--- src/rtl/calc_unit_sequencer.sv ---
// calc_unit_sequencer: hands one command at a time to the divider, factorial
// or square-root unit, waits for its done (bounded by a timeout) and returns
// the result and status over a valid/ready response channel.
module calc_unit_sequencer #(
    parameter int unsigned W       = 28,
    parameter int unsigned TIMEOUT = 1024
) (
    input  logic         clk,
    input  logic         rst,
    input  logic         abort,
    input  logic         cmd_valid,
    output logic         cmd_ready,
    input  logic [1:0]   cmd_op,
    input  logic [W-1:0] cmd_a,
    input  logic [W-1:0] cmd_b,
    output logic         rsp_valid,
    input  logic         rsp_ready,
    output logic [W-1:0] rsp_data,
    output logic [1:0]   rsp_status,
    output logic         busy,
    output logic [W-1:0] op_a,
    output logic [W-1:0] op_b,
    output logic         div_start,
    output logic         fct_start,
    output logic         sqr_start,
    input  logic         div_done,
    input  logic         fct_done,
    input  logic         sqr_done,
    input  logic [W-1:0] div_result,
    input  logic [W-1:0] fct_result,
    input  logic [W-1:0] sqr_result,
    input  logic         div_err,
    input  logic         fct_ovf,
    input  logic         sqr_err
);

    localparam int unsigned CntW = $clog2(TIMEOUT);

    localparam logic [1:0] OpDiv     = 2'b00;
    localparam logic [1:0] OpFct     = 2'b01;
    localparam logic [1:0] OpSqr     = 2'b10;
    localparam logic [1:0] OpIllegal = 2'b11;

    localparam logic [1:0] StatOk      = 2'b00;
    localparam logic [1:0] StatUnitErr = 2'b01;
    localparam logic [1:0] StatTimeout = 2'b10;
    localparam logic [1:0] StatIllegal = 2'b11;

    typedef enum logic [1:0] {StIdle, StIssue, StWait, StResp} state_e;

    state_e          state_q;
    logic [1:0]      op_q;
    logic [CntW-1:0] cnt_q;

    logic            sel_done;
    logic [W-1:0]    sel_result;
    logic            sel_err;

    // Only commands can be taken in IDLE, and never while reset is held.
    assign cmd_ready = (state_q == StIdle) & ~rst;

    // Pick the done/result/error of the unit the latched op addresses.
    always_comb begin
        sel_done   = 1'b0;
        sel_result = '0;
        sel_err    = 1'b0;
        unique case (op_q)
            OpDiv: begin
                sel_done   = div_done;
                sel_result = div_result;
                sel_err    = div_err;
            end
            OpFct: begin
                sel_done   = fct_done;
                sel_result = fct_result;
                sel_err    = fct_ovf;
            end
            OpSqr: begin
                sel_done   = sqr_done;
                sel_result = sqr_result;
                sel_err    = sqr_err;
            end
            default: begin
                sel_done   = 1'b0;
                sel_result = '0;
                sel_err    = 1'b0;
            end
        endcase
    end

    // Sequencer FSM; every output except cmd_ready is a register written here.
    always_ff @(posedge clk) begin
        if (rst) begin
            state_q    <= StIdle;
            op_q       <= OpDiv;
            cnt_q      <= '0;
            rsp_valid  <= 1'b0;
            rsp_data   <= '0;
            rsp_status <= StatOk;
            busy       <= 1'b0;
            op_a       <= '0;
            op_b       <= '0;
            div_start  <= 1'b0;
            fct_start  <= 1'b0;
            sqr_start  <= 1'b0;
        end else if (abort) begin
            // Cancel: starts set on this edge would be due next cycle, so
            // clearing them here also suppresses a pending pulse.
            state_q   <= StIdle;
            rsp_valid <= 1'b0;
            busy      <= 1'b0;
            div_start <= 1'b0;
            fct_start <= 1'b0;
            sqr_start <= 1'b0;
        end else begin
            unique case (state_q)
                StIdle: begin
                    if (cmd_valid) begin
                        op_q <= cmd_op;
                        op_a <= cmd_a;
                        op_b <= cmd_b;
                        busy <= 1'b1;
                        if (cmd_op == OpIllegal) begin
                            state_q    <= StResp;
                            rsp_valid  <= 1'b1;
                            rsp_data   <= '0;
                            rsp_status <= StatIllegal;
                        end else begin
                            // Start goes high for exactly the ISSUE cycle.
                            state_q   <= StIssue;
                            div_start <= (cmd_op == OpDiv);
                            fct_start <= (cmd_op == OpFct);
                            sqr_start <= (cmd_op == OpSqr);
                        end
                    end
                end
                StIssue: begin
                    div_start <= 1'b0;
                    fct_start <= 1'b0;
                    sqr_start <= 1'b0;
                    cnt_q     <= '0;
                    state_q   <= StWait;
                end
                StWait: begin
                    // Done is checked first so it wins over a same-cycle timeout.
                    if (sel_done) begin
                        state_q    <= StResp;
                        rsp_valid  <= 1'b1;
                        rsp_data   <= sel_result;
                        rsp_status <= sel_err ? StatUnitErr : StatOk;
                    end else if (cnt_q == CntW'(TIMEOUT - 1)) begin
                        state_q    <= StResp;
                        rsp_valid  <= 1'b1;
                        rsp_data   <= '1;
                        rsp_status <= StatTimeout;
                    end else begin
                        cnt_q <= cnt_q + CntW'(1);
                    end
                end
                StResp: begin
                    if (rsp_ready) begin
                        state_q   <= StIdle;
                        rsp_valid <= 1'b0;
                        busy      <= 1'b0;
                    end
                end
                default: state_q <= StIdle;
            endcase
        end
    end

endmodule

--- config.mk ---
export PLATFORM = sky130hd
export DESIGN_NAME = calc_unit_sequencer
export DESIGN_NICKNAME = d
export VERILOG_FILES = /design/src/rtl/calc_unit_sequencer.sv
export SDC_FILE = /design/constraint.sdc
export NUM_CORES = 1
export LEC_CHECK = 0
export ABC_AREA = 1
export BUFFER_PORTS_ARGS = -buffer_cell sky130_fd_sc_hd__buf_4
export CORE_UTILIZATION = 47
export DETAILED_ROUTE_END_ITERATION = 7
export PLACE_DENSITY = 0.86
export RECOVER_POWER = 50
export SLEW_MARGIN = 30
export SYNTH_ARGS = -nofsm -noshare
export SYNTH_HDL_FRONTEND = slang
export SYNTH_SLANG_ARGS = --single-unit
--- constraint.sdc ---
create_clock -name clk -period 2.5 [get_ports clk]
set_clock_uncertainty 0.1 [all_clocks]
set_input_delay 0.75 -clock clk [delete_from_list [all_inputs] [get_ports clk]]
set_output_delay 0.75 -clock clk [all_outputs]
set_load 0.02 [all_outputs]
==> out/qor.csv <==
stage,metric,value,unit
timing,Min Hold Slack,0.374,ns
floorplan,floorplan row count,37,
pwr,peak supply drop,333,uV
clock_tree,clk root buf,clkbuf_8,
timing,Final Max Slew Viols,0,
clock_tree,# resized after CTS,0,
synthesis,number of synthesized register bits,105,
synthesis,syn avg cell area,6.54,sq um
timing,fin crit share,90.3,%
global_route,initial antenna violation count,0,
floorplan,Ports,245,
global_route,all-layer global routing usage,26.5,%
floorplan,die width,107,microns
clock_tree,Post-CTS Setup Bufs,0,
placement,port buffer count,244,
placement,pre-CTS setup slack,0.464,ns
route,Antenna Violating Nets Remaining,0,
setup_path,Critical Path RT,1.65,ns
route,via/cell ratio,5.09,
setup_path,Max stage delay on crit path,0.40,ns
pwr,sequential share of power,47.7,%
route,WL final,15400,microns
floorplan,Initial Util,49.3,%
floorplan,Die Area,0.0114,sq mm
floorplan,Die Ht,107,microns
global_route,largest net degree at the start of global routing,59,
layout,most frequent cells in the layout,"201 x nor2_1, 162 x buf_4, 132 x nand2_1, 105 x dfxtp_1, 93 x clkbuf_1",
timing,Tmin final,2.26,ns
timing,RSZ-0062 raised after global routing,false,
clock_tree,Clock Sink Count,105,
pwr,Psw,1.34,mW
timing,final hold vios,0,
pwr,design internal power,2.58,mW
route,# DRC,0,
global_route,first-pass GRT wire length,24400,microns
timing,setup TNS,0,ns
setup_path,CP Capture Type,primary output,
pwr,Clock Power Share,25.9,%
global_route,vias in the first global route,5285,
global_route,total gr overflow,0,
synthesis,YS warnings,0,
layout,Final Util,65.4,%
layout,multi-input logic area,0.00259,sq mm
min_path,hold crit path type,flop to flop,
timing,Worst Max-Slew Pin Slew,0.632,ns
synthesis,"Seq/Total Area, Yosys",40.6,%
pwr,leak pwr,3.28,nW
route,drt first pass iters,5,
clock_tree,H-tree depth,3,
setup_path,Slowest cell on crit path,dfxtp_1,
route,DR WL/cell,13.4,microns
clock_tree,CTS Hold Buffers Added,0,
pwr,total power,3.92,mW
pwr,Gate power share,26.5,%
clock_tree,"CTS clk-pin slew, worst paths",0.11,ns
setup_path,worst path cell trace,"inv_1, ha_1, inv_2, nor2_1, buf_4",
clock_tree,clock insertion delay at the later pin of the skew report,0.37,ns
layout,area grow syn2layout,32.8,%
clock_tree,CTS Buf Count,9,
timing,setup slack after layout,0.244,ns
timing,FMAX,443,MHz
timing,final setup fails,0,
layout,FF/Latch Area,0.00210,sq mm
route,via count,5854,
setup_path,crit-path max FO,5,
setup_path,Worst EP arrival,1.41,ns
layout,NumNets Final,1166,
pwr,switch share,34.1,%
layout,Fill cells,1066,
placement,RePlAce Congestion,0.885,
floorplan,Core ar.,0.0105,sq mm
run_status,status,"finished, final reports clean",
clock_tree,clock buffer depth,2,
layout,ANT cells,0,
timing,Slew headroom,57.9,%
setup_path,Crit Path Category,flop to primary output,
route,Initial DRC Count,330,
synthesis,area of the mapped netlist,0.00518,sq mm
clock_tree,TritonCTS clock tree,built,
run,max cap viols,0,
synthesis,Cells after Synth,792,
placement,dpl hpwl,11300,microns
synthesis,synth unique cells,27,
layout,layout cell share with drive strength beyond 1,20.0,%
synthesis,syn_nets,950,
layout,"most common cell after layout, fill and taps aside",nor2_1,
setup_path,CP startpoint kind,flop,
pwr,Power Density,570,mW/mm^2
## final cells by class
class                      count  area share [%]
tap                          136            2.47
clock buffer                  10            1.86
sequential                   105            30.6
clock inverter                 6           0.910
inverter                      57            3.11
timing repair buffer         258            23.5
multi-input combinational    577            37.6
## metrics by stage
step                area (sq um)  instances
floorplan                   5180        792
global placement            7050       1133
detailed placement          7050       1133
CTS                         7240       1149
global route                6880       1149
finish                      6880       1149
## power by group through the flow
stage	sequential, mW	combinational [mW]	clock (mW)
2_1_floorplan	2.04	0.504	0
3_3_place_gp	1.91	1.12	0
3_5_place_dp	1.91	1.14	0
4_1_cts	1.87	1.14	1.05
5_1_grt	1.89	1.14	1.11
6_report	1.87	1.04	1.01
## state kept, by name (all words and copies together) (netlist names), 2 cells and up
register / count
cnt_q: 10
op_a: 28
op_b: 28
op_q: 2
rsp_data: 28
rsp_status: 2
state_q: 2
## worst max-delay path: cells and delay by family, from the launching register on
family	cells	cell delay, ns
flip-flops	1	0.40
buffers and inverters	3	0.34
adder cells (fa/ha/maj)	1	0.24
AND/OR/NAND/NOR	1	0.05
## cells in the mapped netlist
master / n / area, sq um
nor2_1: 201 / 754
nand2_1: 131 / 492
dfxtp_1: 105 / 2100
nand3_1: 78 / 390
o21ai_0: 66 / 330
a21oi_1: 61 / 305
inv_1: 51 / 191
clkbuf_1: 26 / 97.6
buf_2: 16 / 80.1
and3_1: 13 / 81.3
inv_2: 6 / 22.5
buf_4: 5 / 37.5
ha_1: 5 / 62.6
nand2_2: 5 / 31.3
nand3_2: 5 / 50.1
buf_1: 3 / 11.3
buf_6: 3 / 33.8
nor2_2: 3 / 18.8
a21oi_4: 1 / 16.3
nand4_1: 1 / 6.26
nor2_4: 1 / 11.3
nor3_1: 1 / 5.00
nor3_4: 1 / 16.3
o21ai_1: 1 / 5.00
or2_2: 1 / 6.26
xnor2_1: 1 / 8.76
xor2_1: 1 / 8.76
## logic make-up (layout without fill, tap and decap cells)
group,count (synthesis),after routing,share of synthesized area [%]
buffers and inverters,110,331,9.16
AO/OA/AOI/OAI,129,129,12.7
flip-flops,105,105,40.6
adder cells (fa/ha/maj),5,5,1.21
XOR/XNOR,2,2,0.338
AND/OR/NAND/NOR,441,441,36.0
## metal layers
metal | up-vias | part of all wire [%] | track usage (%)
met5 | - | 0 | 0
met4 | 0 | 2.4 | 9.39
met3 | 32 | 9.1 | 7.17
met2 | 249 | 48 | 46.5
met1 | 2622 | 41 | 30.9
li1 | 2951 | - | -
## path summary, 6_finish.rpt
check	to	slack, ns	cells past startpoint	startpoint
worst max-delay path	cmd_ready	0.24	5	state_q[0]
worst max register to register	rsp_status[0]	0.28	8	op_q[0]
worst min register to register	rsp_status[0]	0.37	2	rsp_status[0]
worst min-delay path	rsp_status[0]	0.37	2	rsp_status[0]
Power figures use the tool's default switching activity.
